`src/rtl/vga_scanout.sv`:
```
// VGA scan-out of a 1bpp framebuffer read through the RAM video port, pixels upscaled SCALE x SCALE.
// Latency: 3 clocks from counter state to pins (va register, RAM read register, output register).
// No backpressure: the RAM port answers every cycle; en low holds counters at 0 and blanks all outputs.
module vga_scanout #(
    parameter int          CLK_DIV = 2,
    parameter int          H_VIS   = 640,
    parameter int          H_FP    = 16,
    parameter int          H_SYNC  = 96,
    parameter int          H_BP    = 48,
    parameter int          V_VIS   = 480,
    parameter int          V_FP    = 10,
    parameter int          V_SYNC  = 2,
    parameter int          V_BP    = 33,
    parameter int          SCALE   = 20,
    parameter logic [31:0] FB_BASE = 32'h300,
    parameter logic [11:0] FG_RGB  = 12'hFFF,
    parameter logic [11:0] BG_RGB  = 12'h000
) (
    input  logic        i_clk,
    input  logic        i_reset_n,
    input  logic        i_en,
    output logic [31:0] o_va,
    input  logic [31:0] i_vd,
    output logic [3:0]  o_vga_r,
    output logic [3:0]  o_vga_g,
    output logic [3:0]  o_vga_b,
    output logic        o_hsync,
    output logic        o_vsync,
    output logic        o_de,
    output logic        o_frame_start
);
    localparam int H_TOT = H_VIS + H_FP + H_SYNC + H_BP;
    localparam int V_TOT = V_VIS + V_FP + V_SYNC + V_BP;
    localparam int WPR   = ((H_VIS / SCALE) + 31) / 32;
    localparam int DW    = (CLK_DIV > 1) ? $clog2(CLK_DIV) : 1;
    localparam int SW    = (SCALE > 1) ? $clog2(SCALE) : 1;

    localparam logic [DW-1:0] DIV_LAST = DW'(CLK_DIV - 1);
    localparam logic [SW-1:0] S_LAST   = SW'(SCALE - 1);
    localparam logic [9:0]    H_LAST   = 10'(H_TOT - 1);
    localparam logic [9:0]    V_LAST   = 10'(V_TOT - 1);
    localparam logic [9:0]    H_VIS_L  = 10'(H_VIS);
    localparam logic [9:0]    V_VIS_L  = 10'(V_VIS);
    localparam logic [9:0]    V_PRELAST = 10'(V_VIS - 1);
    localparam logic [9:0]    HS_BEG   = 10'(H_VIS + H_FP);
    localparam logic [9:0]    HS_END   = 10'(H_VIS + H_FP + H_SYNC);
    localparam logic [9:0]    VS_BEG   = 10'(V_VIS + V_FP);
    localparam logic [9:0]    VS_END   = 10'(V_VIS + V_FP + V_SYNC);

    logic [DW-1:0] r_div;
    logic [9:0]    r_h, r_v, r_fx, r_fy;
    logic [SW-1:0] r_sx, r_sy;

    logic [4:0]    r_s1_bit, r_s2_bit;
    logic          r_s1_de, r_s1_hs, r_s1_vs, r_s1_fs;
    logic          r_s2_de, r_s2_hs, r_s2_vs, r_s2_fs;
    logic [31:0]   r_va;
    logic [11:0]   r_rgb;
    logic          r_de, r_hs, r_vs, r_fs;

    logic          w_h_vis, w_v_vis, w_vis, w_hs_n, w_vs_n, w_fs;
    logic [9:0]    w_afx, w_afy, w_fy_next;
    logic [31:0]   w_word, w_va;
    logic [4:0]    w_bit;

    // Pixel divider, screen counters and framebuffer sub-counters (fx=h/SCALE, fy=v/SCALE)
    always_ff @(posedge i_clk or negedge i_reset_n) begin
        if (!i_reset_n) begin
            r_div <= '0; r_h <= '0; r_v <= '0;
            r_sx  <= '0; r_fx <= '0; r_sy <= '0; r_fy <= '0;
        end else if (!i_en) begin
            r_div <= '0; r_h <= '0; r_v <= '0;
            r_sx  <= '0; r_fx <= '0; r_sy <= '0; r_fy <= '0;
        end else if (r_div != DIV_LAST) begin
            r_div <= r_div + DW'(1);
        end else begin
            r_div <= '0;
            if (r_h == H_LAST) begin
                r_h  <= '0;
                r_sx <= '0;
                r_fx <= '0;
                if (r_v == V_LAST) begin
                    r_v  <= '0;
                    r_sy <= '0;
                    r_fy <= '0;
                end else begin
                    r_v <= r_v + 10'd1;
                    if (r_sy == S_LAST) begin
                        r_sy <= '0;
                        r_fy <= r_fy + 10'd1;
                    end else begin
                        r_sy <= r_sy + SW'(1);
                    end
                end
            end else begin
                r_h <= r_h + 10'd1;
                if (r_sx == S_LAST) begin
                    r_sx <= '0;
                    r_fx <= r_fx + 10'd1;
                end else begin
                    r_sx <= r_sx + SW'(1);
                end
            end
        end
    end

    // Address, bit index and timing flags for the current counter state; in blanking the
    // address already points at the first word of the next visible line so reads stay in range
    always_comb begin
        w_h_vis   = (r_h < H_VIS_L);
        w_v_vis   = (r_v < V_VIS_L);
        w_vis     = w_h_vis && w_v_vis;
        w_fy_next = (r_sy == S_LAST) ? (r_fy + 10'd1) : r_fy;
        if (w_vis)
            w_afy = r_fy;
        else if (!w_h_vis && (r_v < V_PRELAST))
            w_afy = w_fy_next;
        else
            w_afy = '0;
        w_afx  = w_vis ? r_fx : '0;
        w_word = (32'(w_afy) * 32'(WPR)) + 32'(w_afx >> 5);
        w_va   = FB_BASE + (w_word << 2);
        w_bit  = 5'd31 - r_fx[4:0];
        w_hs_n = !((r_h >= HS_BEG) && (r_h < HS_END));
        w_vs_n = !((r_v >= VS_BEG) && (r_v < VS_END));
        w_fs   = (r_h == 10'd0) && (r_v == 10'd0) && (r_div == '0);
    end

    // S1: register the video address and the per-pixel controls that travel with it
    always_ff @(posedge i_clk or negedge i_reset_n) begin
        if (!i_reset_n) begin
            r_va <= FB_BASE; r_s1_bit <= '0; r_s1_de <= 1'b0;
            r_s1_hs <= 1'b1; r_s1_vs <= 1'b1; r_s1_fs <= 1'b0;
        end else if (!i_en) begin
            r_va <= FB_BASE; r_s1_bit <= '0; r_s1_de <= 1'b0;
            r_s1_hs <= 1'b1; r_s1_vs <= 1'b1; r_s1_fs <= 1'b0;
        end else begin
            r_va <= w_va; r_s1_bit <= w_bit; r_s1_de <= w_vis;
            r_s1_hs <= w_hs_n; r_s1_vs <= w_vs_n; r_s1_fs <= w_fs;
        end
    end

    // S2: controls wait one clock while the RAM registers the read data
    always_ff @(posedge i_clk or negedge i_reset_n) begin
        if (!i_reset_n) begin
            r_s2_bit <= '0; r_s2_de <= 1'b0; r_s2_hs <= 1'b1; r_s2_vs <= 1'b1; r_s2_fs <= 1'b0;
        end else if (!i_en) begin
            r_s2_bit <= '0; r_s2_de <= 1'b0; r_s2_hs <= 1'b1; r_s2_vs <= 1'b1; r_s2_fs <= 1'b0;
        end else begin
            r_s2_bit <= r_s1_bit; r_s2_de <= r_s1_de; r_s2_hs <= r_s1_hs;
            r_s2_vs <= r_s1_vs; r_s2_fs <= r_s1_fs;
        end
    end

    // S3: pick the pixel bit from the returned word and register all pin outputs together
    always_ff @(posedge i_clk or negedge i_reset_n) begin
        if (!i_reset_n) begin
            r_rgb <= '0; r_de <= 1'b0; r_hs <= 1'b1; r_vs <= 1'b1; r_fs <= 1'b0;
        end else if (!i_en) begin
            r_rgb <= '0; r_de <= 1'b0; r_hs <= 1'b1; r_vs <= 1'b1; r_fs <= 1'b0;
        end else begin
            r_rgb <= r_s2_de ? (i_vd[r_s2_bit] ? FG_RGB : BG_RGB) : 12'h000;
            r_de  <= r_s2_de;
            r_hs  <= r_s2_hs;
            r_vs  <= r_s2_vs;
            r_fs  <= r_s2_fs;
        end
    end

    assign o_va          = r_va;
    assign o_vga_r       = r_rgb[11:8];
    assign o_vga_g       = r_rgb[7:4];
    assign o_vga_b       = r_rgb[3:0];
    assign o_hsync       = r_hs;
    assign o_vsync       = r_vs;
    assign o_de          = r_de;
    assign o_frame_start = r_fs;
endmodule

```
`config.mk`:
```
export PLATFORM = sky130hd
export DESIGN_NAME = vga_scanout
export DESIGN_NICKNAME = d
export VERILOG_FILES = /design/src/rtl/vga_scanout.sv
export SDC_FILE = /design/constraint.sdc
export NUM_CORES = 1
export LEC_CHECK = 0
export BUFFER_PORTS_ARGS = -buffer_cell sky130_fd_sc_hd__buf_4
export CORE_ASPECT_RATIO = 2
export CORE_UTILIZATION = 45
export CTS_CLUSTER_DIAMETER = 120
export DETAILED_ROUTE_END_ITERATION = 16
export GPL_TIMING_DRIVEN = 0
export HOLD_SLACK_MARGIN = 0.03
export PLACE_DENSITY = 0.68
export SLEW_MARGIN = 0
export SYNTH_ARGS = -nofsm -noshare
export SYNTH_HDL_FRONTEND = slang
export SYNTH_SLANG_ARGS = --single-unit
```
`constraint.sdc`:
```
create_clock -name i_clk -period 5.4 [get_ports i_clk]
set_clock_uncertainty 0.1 [all_clocks]
set_input_delay 0.27 -clock i_clk [delete_from_list [all_inputs] [get_ports i_clk]]
set_output_delay 0.27 -clock i_clk [all_outputs]
set_load 0.1 [all_outputs]
```
==> qor.csv, run 1 <==
stage,metric,value,unit
cts,CTS Buf Count,9,
setup_path,worst-path maximum fanout,8,
timing,Slew @ Worst Pin,1150,ps
yosys,Yosys cell types,61,
yosys,register area share after synthesis,43.4,%
cts,Post-CTS Resized,0,
placement,PortBufs,62,
route,Routed Antenna Nets,0,
layout,Fillers,988,
cts,H-Tree Level Count,3,
route,Wirelength per Cell,16.0,um
timing,Hold WS,-0.00144,ps
setup_path,Crit path required time,5580,ps
die,# rows,54,
route,DR pass1 iterations,5,
run_status,outcome,"finished, violations left",
yosys,Synth Area in Adders,3.92,%
timing,Final WS setup,799,ps
yosys,compound-cell area share of the yosys netlist,13.3,%
layout,Layout Cell Area excl Fill,0.00602,mm2
cts,CTS tree,yes,
route,Residual DRC,0,
timing,Final Hold Viols,1,
yosys,XOR/XNOR Fraction of Synth Area,4.04,%
setup_path,critical path class,reg2reg,
grt,initial antenna violation count,0,
route,drt total wl,12.3,mm
die,placeable core area,0.0108,mm2
grt,maximum number of pins on one net before global-route repair,87,
placement,DP Worst Slack,820,ps
timing,Slew Limit Fails,0,
cts,clk buf depth,2,
route,Iter 0 DRT Violations,300,
yosys,Synth Flop Type,dfrtp_1,
yosys,Mapped Avg Cell Area,9.40,um2
setup_path,slowest CP cell,nor4_1,
cts,hold_buf cts,0,
die,die area,0.0115,mm2
cts,clock-pin slew on the worst setup and hold paths,70,ps
timing,Final period util,85.2,%
route,vias,4241,
yosys,Synth Area in Simple Gates,22.5,%
yosys,ys async rst share,100,%
die,Die Ht,151,um
route,via/cell ratio,5.52,
timing,post-layout min period,4600,ps
timing,Fin Setup TNS,0,ps
yosys,mux contribution to synthesized area,5.15,%
cts,root buf cell,clkbuf_16,
yosys,Yosys reg bits,86,
cts,Sinks on Clock Net,86,
grt,grt ovf,0,
power_and_ir_drop,Pwr per Cell Area,268,mW/mm2
setup_path,Critical Path Start Type,flip-flop,
timing,Finish-stage setup viols,0,
timing,relative slew slack,22.4,%
layout,Storage cell area,0.00216,mm2
layout,share of layout cells above drive strength 1,22.6,%
run_status,failing checks,negative hold slack,
die,Initial Util,46.1,%
setup_path,"critical path, cell by cell",ha_1 -> inv_1 -> nor4_1 -> o21ai_0 -> nand2_1 -> o31ai_1 -> ha_1 -> fa_1 -> a21o_1 -> a21o_1 -> a21oi_1 -> or3_1 -> a211oi_1 -> or4_1 -> o221a_1 -> nand2_1,
die,IO Pins,83,
placement,GPL Wtd Cong,0.831,
yosys,post-synthesis cell area,0.00498,mm2
power_and_ir_drop,P_leak,2.75,nW
grt,first-pass GRT wire length,20.0,mm
placement,dpl hpwl,9.33,mm
layout,area of the multi-input gates,0.00252,mm2
setup_path,Crit. End Element,flip-flop,
setup_path,"Arr. time, crit path",4780,ps
timing,Max Fclk,0.217,GHz
cts,number of setup buffers added after CTS,0,
setup_path,"slowest stage delay, CP",880,ps
grt,GR Util All Layers,22.3,%
min_path,Hold Crit Class,in2async,
yosys,synth warn,0,
cts,Worst-Skew Late Latency,340,ps
layout,area delta synth->final,20.9,%
yosys,number of synthesized flops with an enable pin,0,
timing,RSZ-0062 raised after global routing,no,
placement,placed cell area,0.00570,mm2
yosys,Synth Instances,530,
layout,Diodes inserted,0,
layout,final net count,673,
die,Die W,76.4,um
layout,post-layout util,55.7,%
job,maximum capacitance violations,0,
grt,vias in the first global route,4217,
yosys,largest family of logic cells by synthesized area,simple AND/OR/NAND/NOR gates,
power_and_ir_drop,VDD IR max,0.000157,V
power_and_ir_drop,total power,0.00161,W
[kinds of logic after synthesis]
| logic type | Yosys count |
|---|---|
| simple gates | 216 |
| flops | 86 |
| xor+xnor | 23 |
| fa+ha+maj | 15 |
| buf+inv | 67 |
| compound gates | 109 |
| mux | 13 |
| other cells | 1 |
[flip-flops by register name, indices dropped and copies added, names as in the netlist, 5 cells and up]
name      cells
r_v          10
r_s1_bit      5
o_va         12
r_sx          5
r_sy          5
r_fy         10
r_fx         10
r_h          10
r_s2_bit      5
[metrics by stage]
stage | hold slack, ps | instances
after global placement | 338 | 752
after global routing | 112 | 768
final | -0.00144 | 768
after CTS | 53.4 | 768
after floorplan | -126 | 550
after detailed placement | 345 | 752
[cell usage in the layout, fill, tap and decap left out, types with 18 or more instances in the layout]
master,count
o21ai_0,47
nand3_1,19
buf_4,93
clkbuf_1,19
dfrtp_1,78
conb_1,21
nand2_1,50
and2_1,18
a21oi_1,22
nor2_1,54
[cells in the mapped netlist, types with 2 or more instances]
cell | count | area share (%)
dfrtp_1 | 78 | 39
nor2_1 | 54 | 4.1
nand2_1 | 50 | 3.8
o21ai_0 | 47 | 4.7
buf_4 | 31 | 4.7
a21oi_1 | 22 | 2.2
clkbuf_1 | 19 | 1.4
nand3_1 | 19 | 1.9
and2_1 | 18 | 2.3
xor2_1 | 16 | 2.8
ha_1 | 14 | 3.5
nand4_1 | 13 | 1.6
inv_1 | 12 | 0.90
o31ai_1 | 11 | 1.7
mux4_2 | 10 | 4.5
nor3_1 | 9 | 0.90
and3_1 | 8 | 1.0
dfstp_2 | 8 | 4.2
xnor2_1 | 7 | 1.2
nand2b_1 | 6 | 0.75
nor4_1 | 6 | 0.75
or3_1 | 5 | 0.63
or4_1 | 5 | 0.75
a21o_1 | 4 | 0.60
a31oi_1 | 4 | 0.50
nand3b_1 | 4 | 0.60
nor2b_1 | 3 | 0.38
a211oi_1 | 2 | 0.30
a32o_1 | 2 | 0.40
buf_1 | 2 | 0.15
buf_2 | 2 | 0.20
mux2i_1 | 2 | 0.40
nand4b_1 | 2 | 0.35
nor3_2 | 2 | 0.40
nor3b_1 | 2 | 0.30
nor4b_1 | 2 | 0.35
o211a_1 | 2 | 0.40
o21ai_1 | 2 | 0.20
o22ai_1 | 2 | 0.25
or2_2 | 2 | 0.25
[path summary, 6_finish.rpt]
path / startpoint / to / slack, ps / cells after the start
max reg2reg: r_sy[0] / o_va[11] / 800 / 16
max: r_sy[0] / o_va[11] / 800 / 16
min reg2reg: r_s1_fs / r_s2_fs / 350 / 1
min in group i_clk: i_en / r_sx[4] / 290 / 3
max in group asynchronous: i_reset_n / r_v[1] / 4490 / 1
min: i_reset_n / o_va[13] / -0.001 / 1
[critical path, delay by kind of cell, from the launching register on]
family	cells	cell delay (ps)
AOI/OAI and AO/OA	7	1340
adders and majority gates	3	890
buffers and inverters	1	80
DFF	1	410
and+or+nand+nor	5	1740
[cell type report]
class | count | area share [%]
clock inverter | 7 | 1.70
tap | 140 | 2.91
inverter | 12 | 0.748
buffer | 55 | 5.52
timing repair buffer | 62 | 7.73
clock buffer | 9 | 3.74
multi-input combinational | 397 | 41.8
sequential | 86 | 35.9
[power by group]
part / leakage [nW] / internal (W) / switching (W)
registers: 1.14 / 0.000664 / 0.0000178
logic: 1.45 / 0.0000771 / 0.000173
clock network: 0.162 / 0.000412 / 0.000269
[metal layers]
metal	track usage, %	up-vias	part of all wire [%]
li1	-	2026	-
met1	21.3	2062	35
met2	45.0	132	58
met3	3.92	21	4.5
met4	10.6	0	2.7
met5	0	-	0
Note: power is estimated with default switching activity, not from simulation.
==> run 2: changes to the inputs <==
MAX_ROUTING_LAYER = met4   (was unset)
==> qor.csv, run 2 (synthesis gave the netlist of run 1 again) <==
stage,metric,value,unit,change
route,via/cell ratio,5.44,,-1.4%
setup_path,critical path class,reg2reg,,
power_and_ir_drop,P_leak,2.73,nW,-0.87%
timing,Slew Limit Fails,0,,unchanged
timing,RSZ-0062 raised after global routing,no,,
grt,GR Util All Layers,22.7,%,+0.44 points
cts,hold_buf cts,0,,unchanged
power_and_ir_drop,Pint,0.00108,W,-6.2%
cts,clock-pin slew on the worst setup and hold paths,60,ps,about the same
power_and_ir_drop,total power,0.00153,W,-5.3%
route,Wirelength per Cell,15.7,um,-1.7%
setup_path,worst reg2reg path endpoint,o_va[11],,
setup_path,Reg-to-Reg Start,r_sy[0],,
cts,Worst-Skew Late Latency,340,ps,about the same
cts,H-Tree Level Count,3,,unchanged
die,Die Ht,151,um,unchanged
layout,max FFs per register,12,,unchanged
power_and_ir_drop,Clk pwr share,39.0,%,-3.2 points
setup_path,R2R depth,16,,unchanged
power_and_ir_drop,switching portion of total power,29.2,%,+0.68 points
run_status,outcome,finished clean,,
power_and_ir_drop,P_sw,0.000446,W,-3.1%
timing,Slew @ Worst Pin,1190,ps,+32.7 ps
route,vias,4181,,-1.4%
placement,GPL Wtd Cong,0.843,,+1.5%
die,placeable core area,0.0108,mm2,unchanged
setup_path,worst setup path start,r_sy[0],,
timing,Fin Setup TNS,0,ps,unchanged
power_and_ir_drop,VDD IR max,0.000179,V,+14%
job,maximum capacitance violations,0,,unchanged
setup_path,Setup crit end,o_va[11],,
timing,Final Hold Viols,0,,-1
placement,dpl hpwl,9.22,mm,-1.2%
layout,share of layout cells above drive strength 1,22.6,%,unchanged
route,DR pass1 iterations,5,,unchanged
timing,Final period util,84.7,%,-0.46 points
die,die area,0.0115,mm2,unchanged
layout,area delta synth->final,20.3,%,
layout,"commonest non-fill, non-tap cells in the layout","93 x buf_4, 78 x dfrtp_1, 54 x nor2_1",,
layout,final net count,673,,unchanged
layout,Diodes inserted,0,,unchanged
timing,post-layout min period,4580,ps,-24.9 ps
placement,PortBufs,62,,unchanged
route,Residual DRC,0,,unchanged
setup_path,Crit. End Element,flip-flop,,
power_and_ir_drop,combinational cell fraction of total power,16.4,%,+0.9 points
setup_path,Crit path required time,5580,ps,about the same
setup_path,Critical Path Start Type,flip-flop,,
setup_path,"Arr. time, crit path",4760,ps,-20 ps
cts,number of setup buffers added after CTS,0,,unchanged
route,Iter 0 DRT Violations,188,,-37%
route,drt total wl,12.1,mm,-1.7%
layout,Fillers,979,,-0.91%
grt,first-pass GRT wire length,19.7,mm,-1.4%
setup_path,reg2reg setup slack,820,ps,+20 ps
power_and_ir_drop,Pwr per Cell Area,255,mW/mm2,-4.8%
cts,clk buf depth,2,,unchanged
die,# rows,54,,unchanged
grt,vias in the first global route,4078,,-3.3%
cts,Post-CTS Resized,0,,unchanged
cts,Sinks on Clock Net,86,,unchanged
min_path,Hold Crit Class,in2async,,
cts,CTS tree,yes,,
die,IO Pins,83,,unchanged
timing,relative slew slack,20.2,%,-2.2 points
cts,CTS Buf Count,9,,unchanged
grt,initial antenna violation count,0,,unchanged
die,Initial Util,46.1,%,unchanged
grt,maximum number of pins on one net before global-route repair,87,,unchanged
route,Routed Antenna Nets,0,,unchanged
power_and_ir_drop,Flop pwr share,44.6,%,+2.3 points
layout,"commonest non-fill, non-tap cell in the layout",buf_4,,
timing,Finish-stage setup viols,0,,unchanged
timing,Max Fclk,0.219,GHz,+0.54%
die,Die W,76.4,um,unchanged
grt,grt ovf,0,,unchanged
cts,root buf cell,clkbuf_16,,
setup_path,worst-path maximum fanout,8,,unchanged
==> run 2: worst max-delay path, stage by stage (launching register included) <==
cell and delay, ps:
dfrtp_1 410, ha_1 260, inv_1 80, nor4_1 900
o21ai_0 260, nand2_1 130, o31ai_1 90, ha_1 220
fa_1 400, a21o_1 170, a21o_1 200, a21oi_1 300
or3_1 180, a211oi_1 60, or4_1 480, o221a_1 230
nand2_1 60
==> run 2: stage by stage <==
stage          area [um2]  util, %  setup slack [ps]  hold WS [ps]  std cells
6_report             5990     55.4               824          17.1        768
4_1_cts              5990     55.4               842          69.1        768
5_1_grt              5990     55.4               481           125        768
3_3_place_gp         5700     52.7               992           338        752
3_5_place_dp         5700     52.7               850           344        752
2_1_floorplan        5060        -              1580          -126        550
==> run 2: worst min path at each step <==
stage	endpoint	slack [ps]
after detailed placement	o_frame_start	340
after CTS	o_va[13]	70
final	o_va[13]	20
after global placement	r_s2_bit[0]	340
after global routing	o_va[13]	120
after floorplan	o_de	-130
==> run 2: power groups by stage <==
stage                     logic, W  clock network [W]  registers, W
after detailed placement  0.000251                  0      0.000693
after global routing      0.000268           0.000635      0.000684
after CTS                 0.000252           0.000610      0.000682
after global placement    0.000246                  0      0.000691
after floorplan           0.000178                  0      0.000698
final                     0.000250           0.000595      0.000682
==> run 2: cell type report <==
class                      count  area (um2)  area share, %
tap                          140         175           2.92
multi-input combinational    397        2520           42.0
inverter                      12        45.0          0.752
timing repair buffer          62         465           7.77
clock inverter                 5        41.3          0.689
sequential                    86        2160           36.1
buffer                        55         333           5.56
clock buffer                  11         253           4.22
==> run 2: per-layer routing <==
layer  global-route usage [%]  up-vias  part of all wire, %
met5                        -        -                    0
met4                     9.81        0                  2.6
met3                     3.61       22                  4.0
met2                     44.7      112                   58
met1                     21.3     2024                   36
li1                         -     2023                    -
==> run 3: changes to the inputs <==
clock period = 4.75 ns   (was 5.4 ns; I/O delays follow)
==> qor.csv, run 3 (synthesis gave the netlist of run 1 again) <==
stage,metric,value,unit,change
run_status,outcome,"finished, violations left",,
run_status,failing checks,negative hold slack,,
route,via/cell ratio,5.50,,+1.1%
job,maximum capacitance violations,0,,unchanged
timing,Hold WS,-28.2,ps,-45.2 ps
placement,PortBufs,62,,unchanged
timing,Slew @ Worst Pin,1080,ps,-110 ps
die,# rows,54,,unchanged
layout,"commonest non-fill, non-tap cells in the layout","93 x buf_4, 78 x dfrtp_1, 54 x nor2_1",,
grt,maximum number of pins on one net before global-route repair,87,,unchanged
route,Residual DRC,0,,unchanged
cts,clock-pin slew on the worst setup and hold paths,60,ps,about the same
setup_path,R2R depth,16,,unchanged
cts,root buf cell,clkbuf_16,,
timing,post-layout min period,4320,ps,-252 ps
layout,max FFs per register,12,,unchanged
timing,RSZ-0062 raised after global routing,no,,
power_and_ir_drop,P_leak,2.73,nW,about the same
cts,CTS tree,yes,,
layout,"commonest non-fill, non-tap cell in the layout",buf_4,,
cts,Post-CTS Resized,0,,unchanged
layout,final std cells w/o fill,768,,unchanged
layout,share of layout cells above drive strength 1,22.8,%,+0.16 points
placement,placed cells,752,,unchanged
die,IO Pins,83,,unchanged
grt,GR Util All Layers,22.7,%,unchanged
route,drt total wl,12.1,mm,+0.38%
timing,Final period util,91.0,%,+6.3 points
die,Die W,76.4,um,unchanged
route,Wirelength per Cell,15.8,um,+0.38%
route,Routed Antenna Nets,0,,unchanged
timing,relative slew slack,28.2,%,+8.0 points
timing,Max Fclk,0.231,GHz,+5.8%
timing,Slew Limit Fails,0,,unchanged
setup_path,worst-path maximum fanout,10,,+2
route,DR pass1 iterations,4,,-1
layout,Diodes inserted,0,,unchanged
die,placeable core area,0.0108,mm2,unchanged
grt,first-pass GRT wire length,19.7,mm,unchanged
cts,CTS Buf Count,9,,unchanged
die,Die Ht,151,um,unchanged
die,Initial Util,46.1,%,unchanged
cts,Sinks on Clock Net,86,,unchanged
grt,grt ovf,0,,unchanged
grt,initial antenna violation count,0,,unchanged
cts,clk buf depth,2,,unchanged
setup_path,Crit. End Element,flip-flop,,
timing,Finish-stage setup viols,0,,unchanged
cts,Worst-Skew Late Latency,340,ps,about the same
power_and_ir_drop,total power,0.00174,W,+14%
cts,number of setup buffers added after CTS,0,,unchanged
setup_path,worst setup path start,r_v[0],,
cts,H-Tree Level Count,3,,unchanged
cts,hold_buf cts,0,,unchanged
die,die area,0.0115,mm2,unchanged
setup_path,critical path class,reg2reg,,
timing,Fin Setup TNS,0,ps,unchanged
route,vias,4227,,+1.1%
setup_path,Reg-to-Reg Start,r_v[0],,
layout,final net count,673,,unchanged
placement,dpl hpwl,9.22,mm,unchanged
setup_path,"Arr. time, crit path",4430,ps,-330 ps
power_and_ir_drop,Pwr per Cell Area,289,mW/mm2,+14%
route,Iter 0 DRT Violations,141,,-25%
layout,area delta synth->final,20.4,%,
min_path,Hold Crit Class,in2async,,
grt,vias in the first global route,4078,,unchanged
setup_path,Crit path required time,4850,ps,-730 ps
placement,GPL Wtd Cong,0.843,,unchanged
timing,Final Hold Viols,11,,+11
setup_path,Critical Path Start Type,flip-flop,,
power_and_ir_drop,VDD IR max,0.000203,V,+14%
layout,post-layout util,55.5,%,+0.058 points
==> run 3: changes by cell type in the layout (fill, tap and decap cells not counted) <==
cell | before | now
nor4_2 | 1 | 2
nor4_1 | 6 | 5
==> run 3: final timing paths <==
check	endpoint	slack (ps)
hold reg to reg	o_frame_start	350
setup reg to reg	o_va[12]	430
min in group i_clk	r_sx[4]	260
hold / removal	o_va[13]	-30
max in group asynchronous	r_h[4]	3860
setup / recovery	o_va[12]	430
==> run 3: area by class of cell <==
cell class                 instances  area [um2]
sequential                        86        2160
multi-input combinational        397        2520
fill                             978        4810
tap                              140         175
inverter                          12        45.0
clock buffer                      11         253
buffer                            55         333
timing repair buffer              62         465
clock inverter                     5        41.3
==> run 3: metrics by stage <==
stage	hold slack, ps	worst slack [ps]	area (um2)
floorplan	-158	934	5060
global placement	338	342	5700
detailed placement	344	200	5700
CTS	36.6	192	5990
global route	92.2	196	6000
finish	-28.2	426	6000
==> run 3: where the power goes <==
group / leakage, nW / internal [W] / total [W] / switching (W)
sequential: 1.14 / 0.000755 / 0.000775 / 0.0000197
combinational: 1.45 / 0.0000875 / 0.000285 / 0.000197
clock: 0.138 / 0.000386 / 0.000676 / 0.000290
total: 2.73 / 0.00123 / 0.00174 / 0.000507
==> run 3: routing by layer <==
layer	global-route usage, %	up-vias	wire length [um]
met1	21.3	2049	4320
met5	-	-	0
met2	44.7	128	6980
met3	3.61	20	519
li1	-	2030	-
met4	9.81	0	301
==> run 3: worst max-delay path, stage by stage, from the launching register on <==
cell     delay (ps)
dfrtp_1         450
ha_1            270
a41o_1          280
a211o_1         420
buf_2           230
o21ai_0         250
a32o_1          250
ha_1            260
a21o_1          150
a21oi_1         260
o21ai_0         300
nand3_1         180
xor2_1          170
ha_1            250
a21oi_1          80
o21ai_0         190
a21oi_1          80
